**src/rtl/ctrl_sequencer.sv**
```systemverilog
// ctrl_sequencer: multi-cycle Moore control unit for the Phase-3 datapath.
// Sequences fetch (T0-T2) and opcode-dependent execute steps (T3-T7). It stalls
// memory steps on mem_ready, applies a bounded memory timeout, honours Stop only
// at instruction boundaries, and flags unknown opcodes.
//
// Ports:
//   clk              system clock, rising edge
//   Reset            asynchronous, active-high reset
//   ir               instruction register, opcode = ir[31:27]
//   mem_ready        memory completes the current ReadRAM/WriteRAM step
//   Stop             halt request, level-sampled on clk
//   run              1 while executing
//   MD_Read, ReadRAM, WriteRAM          memory controls
//   Gra, Grb, Grc, Rin, Rout, BAout     register-file select/control
//   enable           one-hot register load enables (EN_W bits)
//   busSelect        one-hot bus driver select (SEL_W bits)
//   Control_Signals  ALU op code (0 = idle, 14 = IncPC)
//   step             current step T0..T7
//   illegal          sticky: unknown opcode seen
//   mem_err          sticky: memory timeout
module ctrl_sequencer #(
    parameter int EN_W        = 32,
    parameter int SEL_W       = 32,
    parameter int MEM_TIMEOUT = 15
) (
    input  logic             clk,
    input  logic             Reset,
    input  logic [31:0]      ir,
    input  logic             mem_ready,
    input  logic             Stop,
    output logic             run,
    output logic             MD_Read,
    output logic             ReadRAM,
    output logic             WriteRAM,
    output logic             Gra,
    output logic             Grb,
    output logic             Grc,
    output logic             Rin,
    output logic             Rout,
    output logic             BAout,
    output logic [EN_W-1:0]  enable,
    output logic [SEL_W-1:0] busSelect,
    output logic [4:0]       Control_Signals,
    output logic [2:0]       step,
    output logic             illegal,
    output logic             mem_err
);

    // enable bit positions
    localparam int Z_IN = 18, Y_IN = 19, PC_IN = 20, MDR_IN = 21;
    localparam int HI_IN = 22, LO_IN = 23, IR_IN = 24, MAR_IN = 25;
    // busSelect bit positions (HIout=16 and LOout=17 are never driven by this sequence)
    localparam int ZHI_OUT = 18, ZLO_OUT = 19, PC_OUT = 20, MDR_OUT = 21, C_OUT = 22;

    localparam logic [4:0] CS_INC_PC = 5'd14;
    localparam logic [4:0] CS_ADD    = 5'd3;
    localparam logic [7:0] WAIT_LAST = 8'(MEM_TIMEOUT - 1);

    // T-states share their step number so step can be read straight off the code.
    typedef enum logic [3:0] {
        S_T0 = 4'd0, S_T1 = 4'd1, S_T2 = 4'd2, S_T3 = 4'd3,
        S_T4 = 4'd4, S_T5 = 4'd5, S_T6 = 4'd6, S_T7 = 4'd7,
        S_RESET = 4'd8, S_HALT = 4'd9
    } state_e;

    // Halt never needs storing and an illegal opcode executes as a nop.
    typedef enum logic [2:0] { K_RTYPE, K_MULDIV, K_LD, K_ST, K_NOP } kind_e;

    typedef struct packed {
        logic             run;
        logic             md_read;
        logic             read_ram;
        logic             write_ram;
        logic             gra;
        logic             grb;
        logic             grc;
        logic             rin;
        logic             rout;
        logic             baout;
        logic [EN_W-1:0]  en;
        logic [SEL_W-1:0] sel;
        logic [4:0]       cs;
        logic [2:0]       step;
    } ctrl_t;

    state_e     state_q, state_d;
    kind_e      kind_q, kind_d;
    logic [4:0] opc_q, opc_d;
    logic [7:0] wait_q, wait_d;
    logic       stop_q, stop_d;
    logic       illegal_q, illegal_d;
    logic       mem_err_q, mem_err_d;
    ctrl_t      ctrl_q;

    // The low instruction bits belong to the datapath, not the sequencer.
    logic unused_ir;
    assign unused_ir = ^ir[26:0];

    function automatic logic is_mem_step(state_e s, kind_e k);
        return (s == S_T1) || (s == S_T6 && k == K_LD) || (s == S_T7 && k == K_ST);
    endfunction

    function automatic logic is_last_step(state_e s, kind_e k);
        case (k)
            K_RTYPE:    return s == S_T5;
            K_MULDIV:   return s == S_T6;
            K_LD, K_ST: return s == S_T7;
            default:    return s == S_T3;
        endcase
    endfunction

    function automatic ctrl_t decode_ctrl(state_e s, kind_e k, logic [4:0] opc);
        ctrl_t c;
        c = '0;
        if (s != S_RESET && s != S_HALT) begin
            c.run  = 1'b1;
            c.step = s[2:0];
            case (s)
                S_T0: begin c.sel[PC_OUT] = 1'b1; c.en[MAR_IN] = 1'b1; c.en[Z_IN] = 1'b1; c.cs = CS_INC_PC; end
                S_T1: begin
                    c.sel[ZLO_OUT] = 1'b1; c.en[PC_IN] = 1'b1; c.en[MDR_IN] = 1'b1;
                    c.md_read = 1'b1; c.read_ram = 1'b1;
                end
                S_T2: begin c.sel[MDR_OUT] = 1'b1; c.en[IR_IN] = 1'b1; end
                S_T3: case (k)
                    K_RTYPE:    begin c.grb = 1'b1; c.rout  = 1'b1; c.en[Y_IN] = 1'b1; end
                    K_MULDIV:   begin c.gra = 1'b1; c.rout  = 1'b1; c.en[Y_IN] = 1'b1; end
                    K_LD, K_ST: begin c.grb = 1'b1; c.baout = 1'b1; c.en[Y_IN] = 1'b1; end
                    default: ;
                endcase
                S_T4: case (k)
                    K_RTYPE:    begin c.grc = 1'b1; c.rout = 1'b1; c.en[Z_IN] = 1'b1; c.cs = opc; end
                    K_MULDIV:   begin c.grb = 1'b1; c.rout = 1'b1; c.en[Z_IN] = 1'b1; c.cs = opc; end
                    K_LD, K_ST: begin c.sel[C_OUT] = 1'b1; c.en[Z_IN] = 1'b1; c.cs = CS_ADD; end
                    default: ;
                endcase
                S_T5: case (k)
                    K_RTYPE:    begin c.sel[ZLO_OUT] = 1'b1; c.gra = 1'b1; c.rin = 1'b1; end
                    K_MULDIV:   begin c.sel[ZLO_OUT] = 1'b1; c.en[LO_IN] = 1'b1; end
                    K_LD, K_ST: begin c.sel[ZLO_OUT] = 1'b1; c.en[MAR_IN] = 1'b1; end
                    default: ;
                endcase
                S_T6: case (k)
                    K_MULDIV: begin c.sel[ZHI_OUT] = 1'b1; c.en[HI_IN] = 1'b1; end
                    K_LD:     begin c.read_ram = 1'b1; c.md_read = 1'b1; c.en[MDR_IN] = 1'b1; end
                    K_ST:     begin c.gra = 1'b1; c.rout = 1'b1; c.en[MDR_IN] = 1'b1; end
                    default: ;
                endcase
                S_T7: case (k)
                    K_LD:    begin c.sel[MDR_OUT] = 1'b1; c.gra = 1'b1; c.rin = 1'b1; end
                    K_ST:    c.write_ram = 1'b1;
                    default: ;
                endcase
                default: ;
            endcase
        end
        return c;
    endfunction

    always_comb begin
        // NOTE: every signal gets a default first so no path leaves one unassigned (no latches).
        state_d   = state_q;
        kind_d    = kind_q;
        opc_d     = opc_q;
        wait_d    = '0;
        illegal_d = illegal_q;
        mem_err_d = mem_err_q;
        // Stop sampled on this edge already counts toward the boundary decision.
        stop_d    = stop_q | (Stop & ctrl_q.run);

        case (state_q)
            S_RESET: state_d = S_T0;
            S_HALT:  ;
            default: begin
                if (is_mem_step(state_q, kind_q) && !mem_ready) begin
                    // Hold the step; wait_q counts stall cycles already spent in it.
                    if (wait_q == WAIT_LAST) begin
                        mem_err_d = 1'b1;
                        state_d   = S_HALT;
                    end else begin
                        wait_d = wait_q + 8'd1;
                    end
                end else if (state_q == S_T2) begin
                    opc_d   = ir[31:27];
                    state_d = S_T3;
                    if (ir[31:27] inside {[5'd3:5'd9]}) begin
                        kind_d = K_RTYPE;
                    end else begin
                        case (ir[31:27])
                            5'b00000:          kind_d = K_LD;
                            5'b00010:          kind_d = K_ST;
                            5'b01111, 5'b10000: kind_d = K_MULDIV;
                            5'b11010:          kind_d = K_NOP;
                            5'b11011: begin kind_d = K_NOP; state_d = S_HALT; end
                            default:  begin kind_d = K_NOP; illegal_d = 1'b1; end
                        endcase
                    end
                end else if (is_last_step(state_q, kind_q)) begin
                    state_d = stop_d ? S_HALT : S_T0;
                end else begin
                    state_d = state_e'(state_q + 4'd1);
                end
            end
        endcase
    end

    // Outputs are decoded from the next state and registered, so they change
    // only on clk and never follow ir combinationally.
    always_ff @(posedge clk or posedge Reset) begin
        if (Reset) begin
            state_q   <= S_RESET;
            kind_q    <= K_NOP;
            opc_q     <= '0;
            wait_q    <= '0;
            stop_q    <= 1'b0;
            illegal_q <= 1'b0;
            mem_err_q <= 1'b0;
            ctrl_q    <= '0;
        end else begin
            // NOTE: non-blocking assignments so every register samples pre-edge values.
            state_q   <= state_d;
            kind_q    <= kind_d;
            opc_q     <= opc_d;
            wait_q    <= wait_d;
            stop_q    <= stop_d;
            illegal_q <= illegal_d;
            mem_err_q <= mem_err_d;
            ctrl_q    <= decode_ctrl(state_d, kind_d, opc_d);
        end
    end

    assign run             = ctrl_q.run;
    assign MD_Read         = ctrl_q.md_read;
    assign ReadRAM         = ctrl_q.read_ram;
    assign WriteRAM        = ctrl_q.write_ram;
    assign Gra             = ctrl_q.gra;
    assign Grb             = ctrl_q.grb;
    assign Grc             = ctrl_q.grc;
    assign Rin             = ctrl_q.rin;
    assign Rout            = ctrl_q.rout;
    assign BAout           = ctrl_q.baout;
    assign enable          = ctrl_q.en;
    assign busSelect       = ctrl_q.sel;
    assign Control_Signals = ctrl_q.cs;
    assign step            = ctrl_q.step;
    assign illegal         = illegal_q;
    assign mem_err         = mem_err_q;

endmodule

```
**config.mk**
```make
export PLATFORM = sky130hd
export DESIGN_NAME = ctrl_sequencer
export DESIGN_NICKNAME = d
export VERILOG_FILES = /design/src/rtl/ctrl_sequencer.sv
export SDC_FILE = /design/constraint.sdc
export NUM_CORES = 1
export LEC_CHECK = 0
export CAP_MARGIN = 40
export CORE_UTILIZATION = 31
export CTS_CLUSTER_DIAMETER = 40
export DETAILED_ROUTE_END_ITERATION = 10
export PLACE_DENSITY = 0.74
export SYNTH_ARGS = -nofsm -noshare
export SYNTH_HDL_FRONTEND = slang
export SYNTH_SLANG_ARGS = --single-unit
```
**constraint.sdc**
```tcl
create_clock -name clk -period 2.73 [get_ports clk]
set_input_delay 0.273 -clock clk [delete_from_list [all_inputs] [get_ports clk]]
set_output_delay 0.273 -clock clk [all_outputs]
set_load 0.1 [all_outputs]
```
==> results of run 1 <==
power breakdown:
| part | internal [mW] | leakage, nW | switching [mW] |
|---|---|---|---|
| registers | 0.770 | 0.715 | 0 |
| logic | 0.0214 | 1.11 | 0.333 |
| clock network | 0.187 | 0.0423 | 0.263 |
stage by stage:
stage	power (mW)	std cells	TNS, ns
3_5_place_dp	1.14	496	-0.720
4_1_cts	1.58	507	0
6_report	1.57	516	-0.199
2_1_floorplan	1.17	346	0
5_1_grt	1.63	516	-1.85
3_3_place_gp	1.14	496	-0.462
worst min-delay path by stage:
stage / to / slack, ns
after global routing: run / 0.51
after detailed placement: illegal / 0.46
final: step[2] / 0.42
after CTS: step[2] / 0.45
after global placement: illegal / 0.46
after floorplan: opc_q[2] / 0.44
layout by cell type (no fill, tap or decap), types with 6 or more instances in the layout:
cell type / Yosys / layout
inv_2: 1 / 6
nor2_1: 24 / 22
conb_1: 1 / 51
nand2_1: 23 / 21
buf_4: 54 / 79
buf_6: 1 / 6
clkdlybuf4s50_1: 0 / 8
dfrtp_1: 50 / 50
inv_1: 14 / 9
nand3_1: 10 / 10
layout make-up:
cell class / instances / area share
well taps: 129 / 0.0414
repair buffers: 93 / 0.190
inverters: 15 / 0.0144
clock inverters: 3 / 0.00674
clock buffers: 5 / 0.0177
flip-flops and latches: 52 / 0.335
multi-input cells: 219 / 0.395
logic make-up after synthesis:
logic type | count (synthesis) | synth area share
AOI/OAI and AO/OA | 47 | 0.133
and+or+nand+nor | 102 | 0.186
xor gates and xnor gates | 6 | 0.0178
DFF | 52 | 0.443
muxes | 7 | 0.0259
adders and majority gates | 6 | 0.0255
other | 1 | 0.00127
buffers and inverters | 75 | 0.167
per-layer routing:
layer  global-route usage  wire (um)  vias to the layer above
li1                     -          -                     1085
met1                0.174       2880                     1120
met2                0.224       3410                       75
met3               0.0316        310                       11
met4               0.0498         99                        0
met5                    0          0                        -
flip-flops by register name, indices dropped and copies added, names as in the netlist, 3 cells and up:
| signal | cells |
|---|---|
| kind_q | 3 |
| Control_Signals | 5 |
| step | 3 |
| state_q | 4 |
| wait_q | 8 |
| enable | 7 |
| busSelect | 5 |
| opc_q | 5 |
worst max-delay path, cell delays in order, from the launching register on:
cell,delay (ns)
dfrtp_1,0.43
or4b_1,0.47
a221o_2,0.44
and3_4,0.20
o311ai_4,0.33
o2111ai_4,0.23
buf_6,0.18
nand2b_4,0.13
nor4bb_2,0.28
repair_timing:
action                                  in CTS  in global routing
endpoints found under the setup margin      13                 26
pin swaps                                    8                 17
setup buffers                                3                  9
hold buffers                                 0                  0
gates resized for setup                     12                 42
==> run_results.csv, run 1 <==
group,metric,value,unit
critical_path,r2r_cells,8,
critical_path,r2r_slack,-0.06,ns
die,ios,120,
routing,drc_errors,0,
outcome,violations,"setup timing",
logic_synthesis,ys_warn_count,0,
logic_synthesis,synth-edff-count,0,
clock_network,cts_root_buf,"clkbuf_8",
routing,antenna_left,0,
routing,vias_per_cell,4.44,
logic_synthesis,netlist_instances,296,
global_route,grtUsageTotal,0.136,
logic_synthesis,avgSynthCellArea,9.95,sq um
timing,relSlewSlack,0.491,
global_route,grt_pass1_vias,2226,
global_route,grt_remaining_overflow,0,
die,die_y,99.5,um
logic_synthesis,async_flop_share,1.00,
timing,fin_hold_ws,0.422,ns
routing,finalWirelength,6700,um
layout,fin_area,3900,sq um
critical_path,startpoint,"state_q[1]",
layout,finish.utilization,0.422,
layout,area_delta_synth_final,32.4,%
critical_path,cp_max_fo,4,
timing,setup-violations-final,6,
die,fp.dieW,99.5,um
critical_path,r2r-end,"enable[23]",
critical_path,critPathRequiredTime,2.94,ns
global_route,grt_max_degree,40,
layout,num_antenna_cells,0,
power,p_per_area,404,nW/um^2
timing,rsz0062_at_grt,"true",
routing,first_pass_iters,4,
job,max-cap-violations,0,
placed_design,dp_slack,-0.0945,ns
layout,nFillCells,861,
critical_path,critPathLaunchType,"register",
logic_synthesis,ys_top_cells_by_area,"dfrtp_1, buf_4, nor2_1",
logic_synthesis,synth.top_cell.area_share,0.425,
clock_network,cts-buffers-inserted,5,
placed_design,post-dp-hpwl,4670,um
clock_network,clock-sinks,52,
routing,via_count,2291,
placed_design,dpl_cell_area,3490,sq um
logic_synthesis,synth.most_common_cell,"buf_4",
clock_network,htreeDepth,2,
power,peakVddDrop,241,uV
routing,first_iter_violations,108,
die,coreArea,9240,sq um
logic_synthesis,syn_area,2940,sq um
timing,period_share,1.02,
timing,fin_ws,-0.0556,ns
outcome,status,"finished with violations",
critical_path,reg2reg_from,"state_q[1]",
clock_network,clk_latency,0.31,ns
logic_synthesis,yosysSeqAreaShare,0.443,
timing,slew_viol_final,0,
layout,multiInputGateArea,1540,sq um
placed_design,port-buffer-count,41,
clock_network,cts_tree,"built",
die,dieArea,9890,sq um
worst_hold_path,hp-class,"in -> async",
power,power.leakage,1.87,nW
critical_path,critical_path_class,"reg -> reg",
timing,finalHoldViolCount,0,
timing,fin_crit,2.79,ns
logic_synthesis,ys_types,66,
logic_synthesis,synth-seq-cells,52,
layout,seq_area,1300,sq um
die,initial_utilization,0.319,
layout,drive_gt1_frac,0.390,
placed_design,place.gp.congestion,0.817,
clock_network,clock_path_buffers,2,
timing,skew,0.0125,ns
critical_path,end_kind,"register",
die,rows,35,
logic_synthesis,ys.flop_type,"dfrtp_1",
routing,routedWlPerCell,13.0,um
timing,tightest_slew,0.763,ns
critical_path,endpoint,"enable[23]",
timing,fmax,359,MHz
layout,nets,428,
logic_synthesis,synth_top_cell_by_area,"dfrtp_1",
global_route,antenna_found_initial,0,
clock_network,clk_pin_slew,0.09,ns
logic_synthesis,synthTopCellsByCount,"buf_4, dfrtp_1, nor2_1, nand2_1, inv_1",
critical_path,worstPathArrival,3.00,ns
global_route,grt_pass1_wl,10600,um
(Power assumes the default switching activity.)
==> run 2: changes to the inputs <==
--- a/config.mk
+++ b/config.mk
@@ -8,6 +8,7 @@
 export CAP_MARGIN = 40
 export CORE_UTILIZATION = 31
 export CTS_CLUSTER_DIAMETER = 40
+export CTS_CLUSTER_SIZE = 20
 export DETAILED_ROUTE_END_ITERATION = 10
 export PLACE_DENSITY = 0.74
 export SYNTH_ARGS = -nofsm -noshare
==> results of run 2 <==
Same layout as run 1: the final DEF is identical, and so are final timing and power.
==> run 3: changes to the inputs <==
--- a/config.mk
+++ b/config.mk
@@ -7,6 +7,7 @@
 export LEC_CHECK = 0
 export CAP_MARGIN = 40
 export CORE_UTILIZATION = 31
+export CTS_BUF_LIST = sky130_fd_sc_hd__clkbuf_4
 export CTS_CLUSTER_DIAMETER = 40
 export CTS_CLUSTER_SIZE = 20
 export DETAILED_ROUTE_END_ITERATION = 10
==> run_results.csv, run 3 (synthesis gave the netlist of run 1 again) <==
group,metric,value,unit
outcome,status,"finished with violations",
outcome,violations,"setup timing",
timing,fmax,349,MHz
timing,finalHoldViolCount,0,
die,rows,35,
timing,relSlewSlack,0.491,
critical_path,critical_path_class,"reg -> reg",
routing,first_pass_iters,4,
critical_path,cpMaxStageDelayCell,"or4b_1",
placed_design,post-dp-hpwl,4670,um
global_route,grt_remaining_overflow,0,
timing,rsz0062_at_grt,"true",
global_route,grt_pass1_wl,10900,um
routing,routedWlPerCell,13.2,um
layout,fin_area,3850,sq um
layout,num_antenna_cells,0,
layout,nFillCells,882,
routing,antenna_left,0,
routing,via_count,2285,
layout,area_delta_synth_final,30.7,%
critical_path,end_kind,"register",
die,initial_utilization,0.319,
power,peakVddDrop,237,uV
placed_design,dp_slack,-0.0945,ns
critical_path,critPathLaunchType,"register",
critical_path,worstPathArrival,3.20,ns
critical_path,path_cells,"or4b_1, a221o_1, and2_4, o211ai_1, a22oi_2, buf_4, or3_4, or2_4, o21ai_2",
timing,fin_tns_setup,-1.09,ns
layout,top_register,"wait_q",
clock_network,clk_pin_slew,0.16,ns
die,coreArea,9240,sq um
layout,layout_common_cells,"buf_4, conb_1, dfrtp_1, nand2_1, nor2_1",
clock_network,cts-buffers-inserted,5,
timing,tightest_slew,0.762,ns
clock_network,cts_tree,"built",
timing,fin_crit,2.87,ns
global_route,grtUsageTotal,0.139,
die,fp.dieW,99.5,um
timing,setup-violations-final,15,
layout,layout_commonest_cell,"buf_4",
clock_network,clock-sinks,52,
job,max-cap-violations,0,
global_route,grt_max_degree,40,
clock_network,cts_root_buf,"clkbuf_4",
die,ios,120,
global_route,antenna_found_initial,0,
die,die_y,99.5,um
global_route,grt_pass1_vias,2282,
routing,vias_per_cell,4.44,
critical_path,cpPeakStageDelay,0.49,ns
placed_design,dpl_cell_area,3490,sq um
power,power,1.49,mW
timing,fin_ws,-0.139,ns
routing,drc_errors,0,
layout,largest_register_ffs,8,
die,dieArea,9890,sq um
power,p_per_area,387,nW/um^2
clock_network,clk_latency,0.39,ns
routing,finalWirelength,6780,um
clock_network,htreeDepth,2,
placed_design,place.gp.congestion,0.817,
routing,first_iter_violations,117,
timing,slew_viol_final,0,
critical_path,cp_max_fo,5,
power,power.leakage,1.88,nW
worst_hold_path,hp-class,"in -> async",
timing,period_share,1.05,
clock_network,clock_path_buffers,2,
critical_path,critPathRequiredTime,3.06,ns
timing,skew,0.0203,ns
layout,nets,427,
timing,fin_hold_ws,0.331,ns
layout,drive_gt1_frac,0.391,
placed_design,port-buffer-count,41,
run 3: where the power goes:
part	total [mW]	switching, mW	leakage (nW)	internal [mW]
sequential	0.771	0	0.715	0.771
clock	0.363	0.257	0.0293	0.106
combinational	0.355	0.333	1.14	0.0214
total	1.49	0.590	1.88	0.899
run 3: final cells by class:
type                       count  area, sq um  share of cell area
clock inverter                 3         26.3             0.00683
tap                          129          161              0.0419
timing repair buffer          92          733               0.191
clock buffer                   5         37.5             0.00975
inverter                      15         56.3              0.0146
multi-input combinational    219         1530               0.398
sequential                    52         1300               0.339
run 3: through the flow:
step	utilization	std cells
2_1_floorplan	-	346
3_3_place_gp	0.377	496
3_5_place_dp	0.377	496
4_1_cts	0.395	510
5_1_grt	0.417	515
6_report	0.417	515
run 3: worst paths after layout:
kind	cells after the start	end	startpoint	slack, ns
setup / recovery	9	Control_Signals[3]	kind_q[1]	-0.14
hold / removal	2	step[2]	Reset	0.33
setup reg to reg	9	Control_Signals[3]	kind_q[1]	-0.14
hold reg to reg	1	illegal	illegal	0.50
max in group asynchronous	3	busSelect[19]	Reset	1.71
min in group clk	1	illegal	illegal	0.50
run 3: worst max-delay path, delay by kind of cell, from the launching register on:
family                 cells  cell delay, ns
AO/OA/AOI/OAI              4            0.88
buffers and inverters      1            0.16
flip-flops                 1            0.42
AND/OR/NAND/NOR            4            1.35
run 3: metal layers:
layer  track usage  part of all wire
met1         0.177              0.44
met4        0.0452             0.019
met5             0                 0
met2         0.230              0.50
met3        0.0344             0.044
run 3: what timing repair did:
| item | 4_1_cts | 5_1_grt |
|---|---|---|
| hold endpoints to repair | 0 | 0 |
| hold buffers | 0 | 0 |
| endpoints found under the setup margin | 16 | 25 |
| setup buffers | 6 | 6 |
| pin swaps | 10 | 11 |
| gates resized for setup | 12 | 39 |
| cloned | 0 | 0 |
